$ cat src/rtl/serial_addsub_unit.sv
// Multi-cycle WIDTH-bit adder/subtractor that handles DIGIT bits per clock, LSB digit first,
// behind a valid/ready handshake on both the operand and the result side.
module serial_addsub_unit #(
    parameter int WIDTH = 16,
    parameter int DIGIT = 4
) (
    input  logic             clk,
    input  logic             rst_n,
    input  logic             in_valid,
    output logic             in_ready,
    input  logic [WIDTH-1:0] a,
    input  logic [WIDTH-1:0] b,
    input  logic             cin,
    input  logic             sub,
    output logic             out_valid,
    input  logic             out_ready,
    output logic [WIDTH-1:0] s,
    output logic             cout,
    output logic             ovf,
    output logic             zero
);

    localparam int NDIG = WIDTH / DIGIT;
    localparam int CW   = (NDIG > 1) ? $clog2(NDIG) : 1;

    generate
        if (WIDTH < 1 || DIGIT < 1 || DIGIT > WIDTH || (WIDTH % DIGIT) != 0) begin : g_badParams
            $error("serial_addsub_unit: DIGIT must divide WIDTH and lie in 1..WIDTH");
        end
    endgenerate

    typedef enum logic [1:0] {
        IDLE,
        BUSY,
        DONE
    } state_t;

    state_t            r_state;
    state_t            w_nextState;
    logic [CW-1:0]     r_cnt;
    logic              r_carry;
    logic [WIDTH-1:0]  r_a;
    logic [WIDTH-1:0]  r_b;
    logic [WIDTH-1:0]  r_s;
    logic              r_cout;
    logic              r_ovf;
    logic              r_zero;

    logic [31:0]       w_base;
    logic [DIGIT-1:0]  w_aDig;
    logic [DIGIT-1:0]  w_bDig;
    logic [DIGIT:0]    w_sum;
    logic              w_msbCarryIn;
    logic              w_lastDig;
    logic [WIDTH-1:0]  w_sNext;

    always_ff @(posedge clk or negedge rst_n) begin
        if (!rst_n) begin
            r_state <= IDLE;
        end else begin
            r_state <= w_nextState;
        end
    end

    always_comb begin
        w_nextState = r_state;
        in_ready    = 1'b0;
        out_valid   = 1'b0;
        case (r_state)
            IDLE: begin
                in_ready = 1'b1;
                if (in_valid) begin
                    w_nextState = BUSY;
                end
            end
            BUSY: begin
                if (w_lastDig) begin
                    w_nextState = DONE;
                end
            end
            DONE: begin
                out_valid = 1'b1;
                if (out_ready) begin
                    w_nextState = IDLE;
                end
            end
            default: w_nextState = IDLE;
        endcase
    end

    // Carry into the digit MSB is recovered from the sum bit, which also covers DIGIT == 1.
    always_comb begin
        w_base       = 32'(r_cnt) * DIGIT;
        w_aDig       = r_a[w_base +: DIGIT];
        w_bDig       = r_b[w_base +: DIGIT];
        w_sum        = {1'b0, w_aDig} + {1'b0, w_bDig} + {{DIGIT{1'b0}}, r_carry};
        w_msbCarryIn = w_sum[DIGIT-1] ^ w_aDig[DIGIT-1] ^ w_bDig[DIGIT-1];
        w_lastDig    = (r_cnt == CW'(NDIG - 1));
        w_sNext      = r_s;
        w_sNext[w_base +: DIGIT] = w_sum[DIGIT-1:0];
    end

    always_ff @(posedge clk or negedge rst_n) begin
        if (!rst_n) begin
            r_cnt   <= '0;
            r_carry <= 1'b0;
            r_a     <= '0;
            r_b     <= '0;
            r_s     <= '0;
            r_cout  <= 1'b0;
            r_ovf   <= 1'b0;
            r_zero  <= 1'b0;
        end else begin
            if (r_state == IDLE && in_valid) begin
                r_a     <= a;
                r_b     <= sub ? ~b : b;
                r_carry <= cin;
                r_cnt   <= '0;
            end else if (r_state == BUSY) begin
                r_s     <= w_sNext;
                r_carry <= w_sum[DIGIT];
                r_cnt   <= r_cnt + CW'(1);
                if (w_lastDig) begin
                    r_cout <= w_sum[DIGIT];
                    r_ovf  <= w_msbCarryIn ^ w_sum[DIGIT];
                    r_zero <= (w_sNext == '0);
                end
            end
        end
    end

    assign s    = r_s;
    assign cout = r_cout;
    assign ovf  = r_ovf;
    assign zero = r_zero;

endmodule

$ cat config.mk
export PLATFORM = sky130hd
export DESIGN_NAME = serial_addsub_unit
export DESIGN_NICKNAME = d
export VERILOG_FILES = /design/src/rtl/serial_addsub_unit.sv
export SDC_FILE = /design/constraint.sdc
export NUM_CORES = 1
export LEC_CHECK = 0
export BUFFER_PORTS_ARGS = -buffer_cell sky130_fd_sc_hd__clkbuf_2
export CAP_MARGIN = 20
export CORE_MARGIN = 4
export CORE_UTILIZATION = 45
export DETAILED_ROUTE_END_ITERATION = 12
export PLACE_DENSITY = 0.72
export SYNTH_ARGS = -nofsm -noshare
export SYNTH_HDL_FRONTEND = slang
export SYNTH_SLANG_ARGS = --single-unit
$ cat constraint.sdc
create_clock -name clk -period 5 [get_ports clk]
set_input_delay 0.25 -clock clk [delete_from_list [all_inputs] [get_ports clk]]
set_output_delay 0.25 -clock clk [all_outputs]
set_load 0.01 [all_outputs]
==> metrics.md, run 1 <==
| Metric | Value |
|---|---|
| Status | finished clean |
| 1st-iter DRT viols | 77 |
| Die ar. | 0.00785 mm2 |
| Critical path's most frequent cell | fa_1 |
| Final cell count without fillers | 403 |
| Total GRT Usage | 16.5% |
| Critical Path RT | 5250 ps |
| Worst reg2reg path endpoint | zero |
| Sequential share of power | 33.7% |
| Final Max Slew Viols | 0 |
| Slew HR | 36.8% |
| Final setup skew | 5.35 ps |
| Combinational Power Share | 55.6% |
| Seq/Total Area, Yosys | 47.9% |
| Placed instance count | 395 |
| Ys flop type | dfrtp_1 |
| Most frequent cells in the layout | clkbuf_2, dfrtp_1, nand2_1 |
| Max cap viols | 0 |
| Worst hold slack | 63.2 ps |
| Net Switching | 1.10 mW |
| Switching Share | 45.1% |
| Setup ws final | 1530 ps |
| Vias per cell | 5.39 |
| Share of post-route cells with drive strength above 1 | 28.5% |
| Period utilization | 69.4% |
| DR pass1 iterations | 4 |
| Final #Nets | 374 |
| H-tree level count | 2 |
| Dpl ws | 1540 ps |
| Synth warnings | 0 |
| Total CTS buffers | 5 |
| Vias in the first global route | 2140 |
| Slew @ Worst Pin | 948 ps |
| Startpoint Class | register |
| Crit path kind | register to register |
| Crit path capture type | register |
| CP max FO | 22 |
| Reg2Reg Depth | 9 |
| HPWL after detailed placement | 4.48 mm |
| Port bufs | 58 |
| Worst-skew pair later-pin latency | 300 ps |
| Starting Density | 46.3% |
| Ys async rst share | 100% |
| Seq cells post-synth | 56 |
| Row count | 29 |
| Worst Path Buf+Inv | 1 |
| Synth cell types | 43 |
| Endpoints failing setup | 0 |
| RSZ-0062 raised after global routing | false |
| Antenna Cells | 0 |
| Number of synthesized flops with an enable pin | 0 |
| Post-DP Area | 0.00325 mm2 |
| Clock power share | 10.7% |
| Initial antenna violation count | 0 |
| Number of setup buffers added after CTS | 0 |
| Mapped Avg Cell Area | 10.7 um2 |
| Worst-path clk slew | 100 ps |
| Final WL | 5.95 mm |
| Peak VDD IR | 0.353 mV |
| Core area | 0.00631 mm2 |
| Post-DRT Antenna Nets | 0 |
| Commonest non-fill, non-tap cell in the layout | clkbuf_2 |
| Slowest Stage Delay on Critical Path | 930 ps |
| Total chip power | 2.43 mW |
| Post-CTS resize count | 0 |
| Final Util | 53.1% |
| R2r startpoint | r_cnt[0] |
| CP top delay family | flip-flops |
| First-pass GRT wire length | 10.0 mm |
| CTS Sinks | 56 |
| Slowest-stage cell, CP | dfrtp_1 |
| Via count | 2171 |
| # IOs | 59 |
| Root buf cell | clkbuf_8 |
| Final hold vios | 0 |
| Setup TNS | 0 ps |
| Wirelength per Cell | 14.8 um |
| Drt drc | 0 |
| Mapped Cells | 274 |
| DIE WIDTH | 88.6 um |
| Min-delay worst type | primary input to async pin |
| Leak pwr | 1.51 nW |
| Synthesized area | 0.00292 mm2 |
| Synthesis-to-finish area growth | 14.5% |
| R2R Setup Slk | 1530 ps |
| Post-Syn Nets | 323 |
| GPL Wtd Cong | 0.876 |
| P_int | 1.33 mW |
| Gr ovfl total | 0 |
| Die height | 88.6 um |
| Largest net degree at the start of global routing | 57 |
| Clock Path Buffers | 2 |
| Design Area, Final | 0.00335 mm2 |
| WP data arrival | 3720 ps |
| F_max | 288 MHz |
| CTS tree | built |
| CTS Hold Bufs | 0 |
| Min Tclk post-route | 3470 ps |
| Crit-path cells | mux4_2 -> fa_1 -> inv_1 -> fa_1 -> xor2_1 -> a211o_1 -> nand2_1 -> nor4_1 -> a32o_1 |
| P per Cell Area | 725 mW/mm2 |
-- power by group through the flow --
stage	registers [mW]	logic, mW	clock network (mW)
CTS	0.823	1.36	0.268
global route	0.853	1.53	0.283
detailed placement	0.834	1.35	0
global placement	0.825	1.32	0
finish	0.819	1.35	0.259
floorplan	0.776	1.03	0
-- synthesized netlist by cell type (all sizes together), types with 5 or more instances --
cell    count  area (um2)
inv        10        37.5
mux2       16         180
o31ai       5        37.5
buf         6        33.8
mux4        8         180
nand2      26        97.6
dfrtp      56        1400
clkbuf      9        33.8
o21ai      18        90.1
nor2b       5        31.3
nor2       22        82.6
a21oi      20         100
nand3       5        30.0
xnor2      16         140
ha          9         113
-- worst reg2reg max path, stage by stage (launching register included) --
cell     delay, ps
dfrtp_1        930
mux4_2         620
fa_1           420
inv_1           80
fa_1           200
xor2_1         430
a211o_1        170
nand2_1         60
nor4_1         300
a32o_1         200
-- routing by layer --
metal,wire length (um),part of all wire [%],global-route usage (%),vias to the layer above
li1,-,-,-,1061
met1,2640,44,21.8,1037
met2,2900,49,27.8,66
met3,343,5.8,3.17,7
met4,63,1.1,4.53,0
met5,0,0,0,-
-- flip-flops by register name, indices dropped and copies added, names as in the netlist --
name and cells:
r_b 16, r_state 2, zero 1, r_cnt 2, r_carry 1, ovf 1, r_a 16, cout 1
s 16
-- area by class of cell --
cell class | instances | area, um2
sequential | 56 | 1400
fill | 588 | 2960
clock inverter | 2 | 15.0
clock buffer | 6 | 82.6
multi-input combinational | 193 | 1420
timing repair buffer | 59 | 298
tap | 77 | 96.3
inverter | 10 | 37.5
-- worst max-delay path by stage --
stage                  start   end  slack, ps  cells past startpoint
finish              r_cnt[0]  zero       1530                      9
global route        r_cnt[0]   ovf       1190                      9
CTS                 r_cnt[0]   ovf       1520                      9
detailed placement  r_cnt[0]   ovf       1540                      9
global placement    r_cnt[0]   ovf       1640                      9
floorplan           r_cnt[0]   ovf       1950                     11
-- kinds of logic (layout without fill, tap and decap cells) --
| group | after synthesis | after routing | share of synthesized area [%] |
|---|---|---|---|
| flip-flops | 56 | 56 | 47.9 |
| buffers and inverters | 25 | 77 | 3.59 |
| XOR/XNOR | 17 | 17 | 5.09 |
| adder cells (fa/ha/maj) | 11 | 11 | 5.22 |
| multiplexers | 24 | 24 | 12.3 |
| AND/OR/NAND/NOR | 84 | 84 | 14.1 |
| AO/OA/AOI/OAI | 57 | 57 | 11.8 |
(Power assumes the default switching activity.)
==> run 2, diff against run 1 <==
clock period = 3.6 ns   (was 5 ns; I/O delays follow)
==> run 2 against run 1 <==
Compared with the run above:
- maximum frequency grew 10%
- die area is the same
- routed wire length is essentially flat
- critical path depth is the same
- via count shrank 1.8%
- combinational power grew 47%
- critical path type unchanged
- largest power group unchanged
- highest routed layer unchanged
==> metrics.md, run 2 (synthesized netlist as in run 1, its figures left out) <==
| Metric | Value |
|---|---|
| CTS tree | built |
| Synthesis-to-finish area growth | 16.0% |
| R2R Setup Slk | 450 ps |
| Design Area, Final | 0.00339 mm2 |
| Largest net degree at the start of global routing | 37 |
| # IOs | 59 |
| Min-delay worst type | primary input to register |
| HPWL after detailed placement | 4.54 mm |
| Post-DP Area | 0.00327 mm2 |
| Final Util | 53.7% |
| Core area | 0.00631 mm2 |
| Number of setup buffers added after CTS | 0 |
| First-pass GRT wire length | 10.2 mm |
| Post-DRT Antenna Nets | 0 |
| Post-CTS resize count | 0 |
| CP max FO | 9 |
| Status | finished clean |
| Dpl ws | 434 ps |
| Period utilization | 87.4% |
| Final #Nets | 378 |
| Most frequent cells in the layout | clkbuf_2, dfrtp_1, nand2_1 |
| Total chip power | 3.52 mW |
| Final cell count without fillers | 407 |
| Crit path capture type | register |
| Starting Density | 46.3% |
| RSZ-0062 raised after global routing | false |
| Slew @ Worst Pin | 866 ps |
| Setup TNS | 0 ps |
| DIE WIDTH | 88.6 um |
| GPL Wtd Cong | 0.864 |
| Peak VDD IR | 0.681 mV |
| Row count | 29 |
| Drt drc | 0 |
| Commonest non-fill, non-tap cell in the layout | clkbuf_2 |
| Worst hold slack | 51.0 ps |
| Setup ws final | 454 ps |
| Antenna Cells | 0 |
| Crit path kind | register to register |
| Placed instance count | 398 |
| Min Tclk post-route | 3150 ps |
| 1st-iter DRT viols | 87 |
| Die height | 88.6 um |
| Die ar. | 0.00785 mm2 |
| F_max | 318 MHz |
| WP data arrival | 3340 ps |
| Startpoint Class | register |
| Critical Path RT | 3800 ps |
| Vias per cell | 5.24 |
| CTS Sinks | 56 |
| Port bufs | 58 |
| Via count | 2131 |
| Final Max Slew Viols | 0 |
| Leak pwr | 1.54 nW |
| Root buf cell | clkbuf_8 |
| Wirelength per Cell | 14.6 um |
| Total CTS buffers | 5 |
| H-tree level count | 2 |
| Max cap viols | 0 |
| Final WL | 5.95 mm |
| Slew HR | 42.1% |
| Gr ovfl total | 0 |
| Final setup skew | 3.19 ps |
| Endpoints failing setup | 0 |
| Vias in the first global route | 2131 |
| Final hold vios | 0 |
| DR pass1 iterations | 4 |
| Initial antenna violation count | 0 |
| Share of post-route cells with drive strength above 1 | 28.8% |
| Clock Path Buffers | 2 |
| Worst-path clk slew | 90 ps |
| Total GRT Usage | 16.7% |
| CTS Hold Bufs | 1 |
| Worst-skew pair later-pin latency | 310 ps |
| P per Cell Area | 1040 mW/mm2 |
run 2: metal layers:
| metal | global-route usage [%] | share of wire (%) | up-vias | wire [um] |
|---|---|---|---|---|
| li1 | - | - | 1069 | - |
| met1 | 22.3 | 45 | 998 | 2650 |
| met2 | 28.1 | 48 | 60 | 2870 |
| met3 | 3.54 | 6.6 | 4 | 390 |
| met4 | 4.12 | 0.72 | 0 | 43 |
| met5 | 0 | 0 | - | 0 |
run 2: cell type report:
class	instances	area [um2]
Fill cell	589	2920
Multi-Input combinational cell	193	1420
Sequential cell	56	1400
Timing Repair Buffer	63	330
Tap cell	77	96.3
Clock buffer	6	72.6
Inverter	10	37.5
Clock inverter	2	35.0
run 2: power breakdown:
part / internal (mW) / total [mW] / leakage [nW] / switching (mW)
registers: 0.909 / 1.12 / 0.683 / 0.213
clock network: 0.207 / 0.409 / 0.0552 / 0.202
logic: 0.847 / 1.99 / 0.805 / 1.14
total: 1.96 / 3.52 / 1.54 / 1.55
run 2: path summary, 6_finish.rpt:
check | from | to | depth (start not counted)
max | r_cnt[0] | ovf | 9
min | out_ready | r_state[1] | 2
max reg2reg | r_cnt[0] | ovf | 9
min reg2reg | cout | cout | 2
max in group asynchronous | rst_n | r_b[7] | 3
min in group asynchronous | rst_n | s[2] | 2
run 2: critical path, stage by stage (launching register included):
cell and delay, ps:
dfrtp_1 660, mux4_2 580, fa_1 430, inv_1 80, fa_1 190, nor2b_1 50
o21ai_0 230, nor3b_1 360, nor4_1 100, a2111o_1 340
==> run 3, diff against run 2 <==
ABC_AREA = 1   (was not set)
CTS_BUF_LIST = sky130_fd_sc_hd__clkbuf_4 sky130_fd_sc_hd__clkbuf_8 sky130_fd_sc_hd__clkbuf_16   (was not set)
==> run 3 against run 2 <==
Compared with the run above:
- the flow now finishes with violations (hold timing)
- routed wire length is 12% higher
- clock-buffer cell count is 1 lower
- synthesized cell count is 47% higher
- worst setup slack better by 140 ps
- via count is 23% higher
- critical endpoint is now zero
==> metrics.md, run 3 <==
| Metric | Value |
|---|---|
| Status | finished with violations |
| Failing checks | hold timing |
| Starting Density | 46.0% |
| Worst hold slack | -33.4 ps |
| Slew HR | 54.2% |
| Wirelength per Cell | 12.4 um |
| Final Max Slew Viols | 0 |
| Via count | 2627 |
| Startpoint Class | register |
| Clock Path Buffers | 2 |
| Final setup skew | 10.1 ps |
| CTS Sinks | 56 |
| Period utilization | 83.4% |
| Min Tclk post-route | 3000 ps |
| Number of synthesized flops with an enable pin | 0 |
| Max cap viols | 0 |
| Total GRT Usage | 17.0% |
| CTS tree | built |
| Total chip power | 3.54 mW |
| Vias per cell | 4.90 |
| Core area | 0.00676 mm2 |
| WP data arrival | 3220 ps |
| H-tree level count | 2 |
| Seq cells post-synth | 56 |
| Synth warnings | 0 |
| Antenna Cells | 0 |
| Most common cell in the synthesized netlist | nand2_1 |
| DR pass1 iterations | 5 |
| Setup TNS | 0 ps |
| Final #Nets | 504 |
| DIE WIDTH | 91.1 um |
| Total CTS buffers | 5 |
| Leak pwr | 1.86 nW |
| Peak VDD IR | 0.423 mV |
| Largest net degree at the start of global routing | 57 |
| Commonest cells in the synthesized netlist | nand2_1, dfrtp_1, nor2_1, o21ai_0, inv_1 |
| Post-Syn Nets | 452 |
| CP max FO | 18 |
| Number of setup buffers added after CTS | 0 |
| Min-delay worst type | primary input to async pin |
| Root buf cell | clkbuf_8 |
| Post-DRT Antenna Nets | 0 |
| Most frequent cells in the layout | nand2_1, clkbuf_2, dfrtp_1 |
| Leading area contributor after synthesis | dfrtp_1 |
| Mapped Cells | 403 |
| Crit path capture type | register |
| F_max | 333 MHz |
| Crit path kind | register to register |
| Port bufs | 58 |
| Worst-path clk slew | 110 ps |
| Endpoints failing setup | 0 |
| Vias in the first global route | 2516 |
| Die height | 91.1 um |
| Initial antenna violation count | 0 |
| Mapped Avg Cell Area | 7.71 um2 |
| CTS Hold Bufs | 0 |
| Final Util | 52.1% |
| Ys flop type | dfrtp_1 |
| Row count | 30 |
| Slew @ Worst Pin | 686 ps |
| 1st-iter DRT viols | 108 |
| Synth cell types | 29 |
| Final hold vios | 38 |
| Critical Path RT | 3820 ps |
| Share of post-route cells with drive strength above 1 | 18.4% |
| Die ar. | 0.00829 mm2 |
| Drt drc | 0 |
| Ys async rst share | 100% |
| Top cell type's share of synthesized area | 45.1% |
| HPWL after detailed placement | 5.12 mm |
| P per Cell Area | 1010 mW/mm2 |
| Commonest non-fill, non-tap cell in the layout | nand2_1 |
| Synthesized area | 0.00311 mm2 |
| Gr ovfl total | 0 |
| First-pass GRT wire length | 11.7 mm |
| Synthesis-to-finish area growth | 13.4% |
| GPL Wtd Cong | 0.920 |
| Final WL | 6.66 mm |
| Synth top area cells | dfrtp_1, nand2_1, o21ai_0 |
| # IOs | 59 |
| Fillcell total | 666 |
| Seq/Total Area, Yosys | 45.1% |
| Worst-skew pair later-pin latency | 320 ps |
| Post-CTS resize count | 0 |
| RSZ-0062 raised after global routing | false |
==> run 3: cell types whose count changed after synthesis, moves of 6 or more <==
cell | previous run | this run
mux2_2 | 16 | 0
inv_1 | 10 | 31
mux4_2 | 8 | 0
o21ai_0 | 18 | 34
nand3_1 | 4 | 17
nor2_1 | 22 | 34
nand2_1 | 26 | 147
a21oi_1 | 20 | 3
a31oi_1 | 1 | 7
==> run 3: per-layer routing <==
layer | up-vias | wire length, um | GRT usage, %
met5 | - | 0 | 0
met4 | 0 | 45 | 3.89
met3 | 4 | 383 | 3.40
met2 | 75 | 3030 | 27.3
met1 | 1170 | 3200 | 23.7
li1 | 1378 | - | -
==> run 3: stage by stage <==
step	hold slack [ps]	setup WS, ps	area [um2]	cells
floorplan	-116	773	3110	403
global placement	349	738	3430	528
detailed placement	355	654	3430	528
CTS	8.55	615	3520	536
global route	35.7	395	3520	536
finish	-33.4	596	3520	536
==> run 3: cells by family after synthesis <==
kind of cell	count (synthesis)	synth area share, %
buffers and inverters	52	7.25
adders and majority gates	11	4.92
xor gates and xnor gates	18	5.32
AOI/OAI and AO/OA	59	10.7
and+or+nand+nor	207	26.7
DFF	56	45.1
==> run 3: area by class of cell <==
type                       instances  area (um2)  area share (%)
multi-input combinational        295        1480            42.0
sequential                        56        1400            39.8
timing repair buffer              61         313            8.88
inverter                          36         135            3.84
tap                               80         100            2.84
clock buffer                       5        68.8            1.95
clock inverter                     3        25.0           0.710
==> run 3: final timing paths <==
kind | startpoint | to | slack (ps) | cells after the start
setup / recovery | r_cnt[0] | zero | 600 | 16
hold / removal | rst_n | s[14] | -30 | 2
setup reg to reg | r_cnt[0] | zero | 600 | 16
hold reg to reg | ovf | ovf | 480 | 2
max in group asynchronous | rst_n | s[5] | 3170 | 2
min in group clk | out_ready | r_state[1] | 40 | 2
==> run 3: where the power goes <==
part	leakage [nW]	internal [mW]	total (mW)	switching, mW
Sequential	0.702	0.909	1.13	0.220
Clock	0.0452	0.142	0.365	0.223
Combinational	1.11	0.757	2.05	1.29
==> run 3: critical path, stage by stage (launching register included) <==
cell,delay (ps)
dfrtp_1,630
inv_2,240
o21ai_0,200
o22ai_1,110
fa_1,440
inv_1,90
fa_1,420
nor2_1,180
nand2_1,80
o21ai_1,160
nor2_1,60
nand2_1,60
nor2_1,40
nand2_1,60
nor2_1,40
nand3_1,60
nand2_1,50
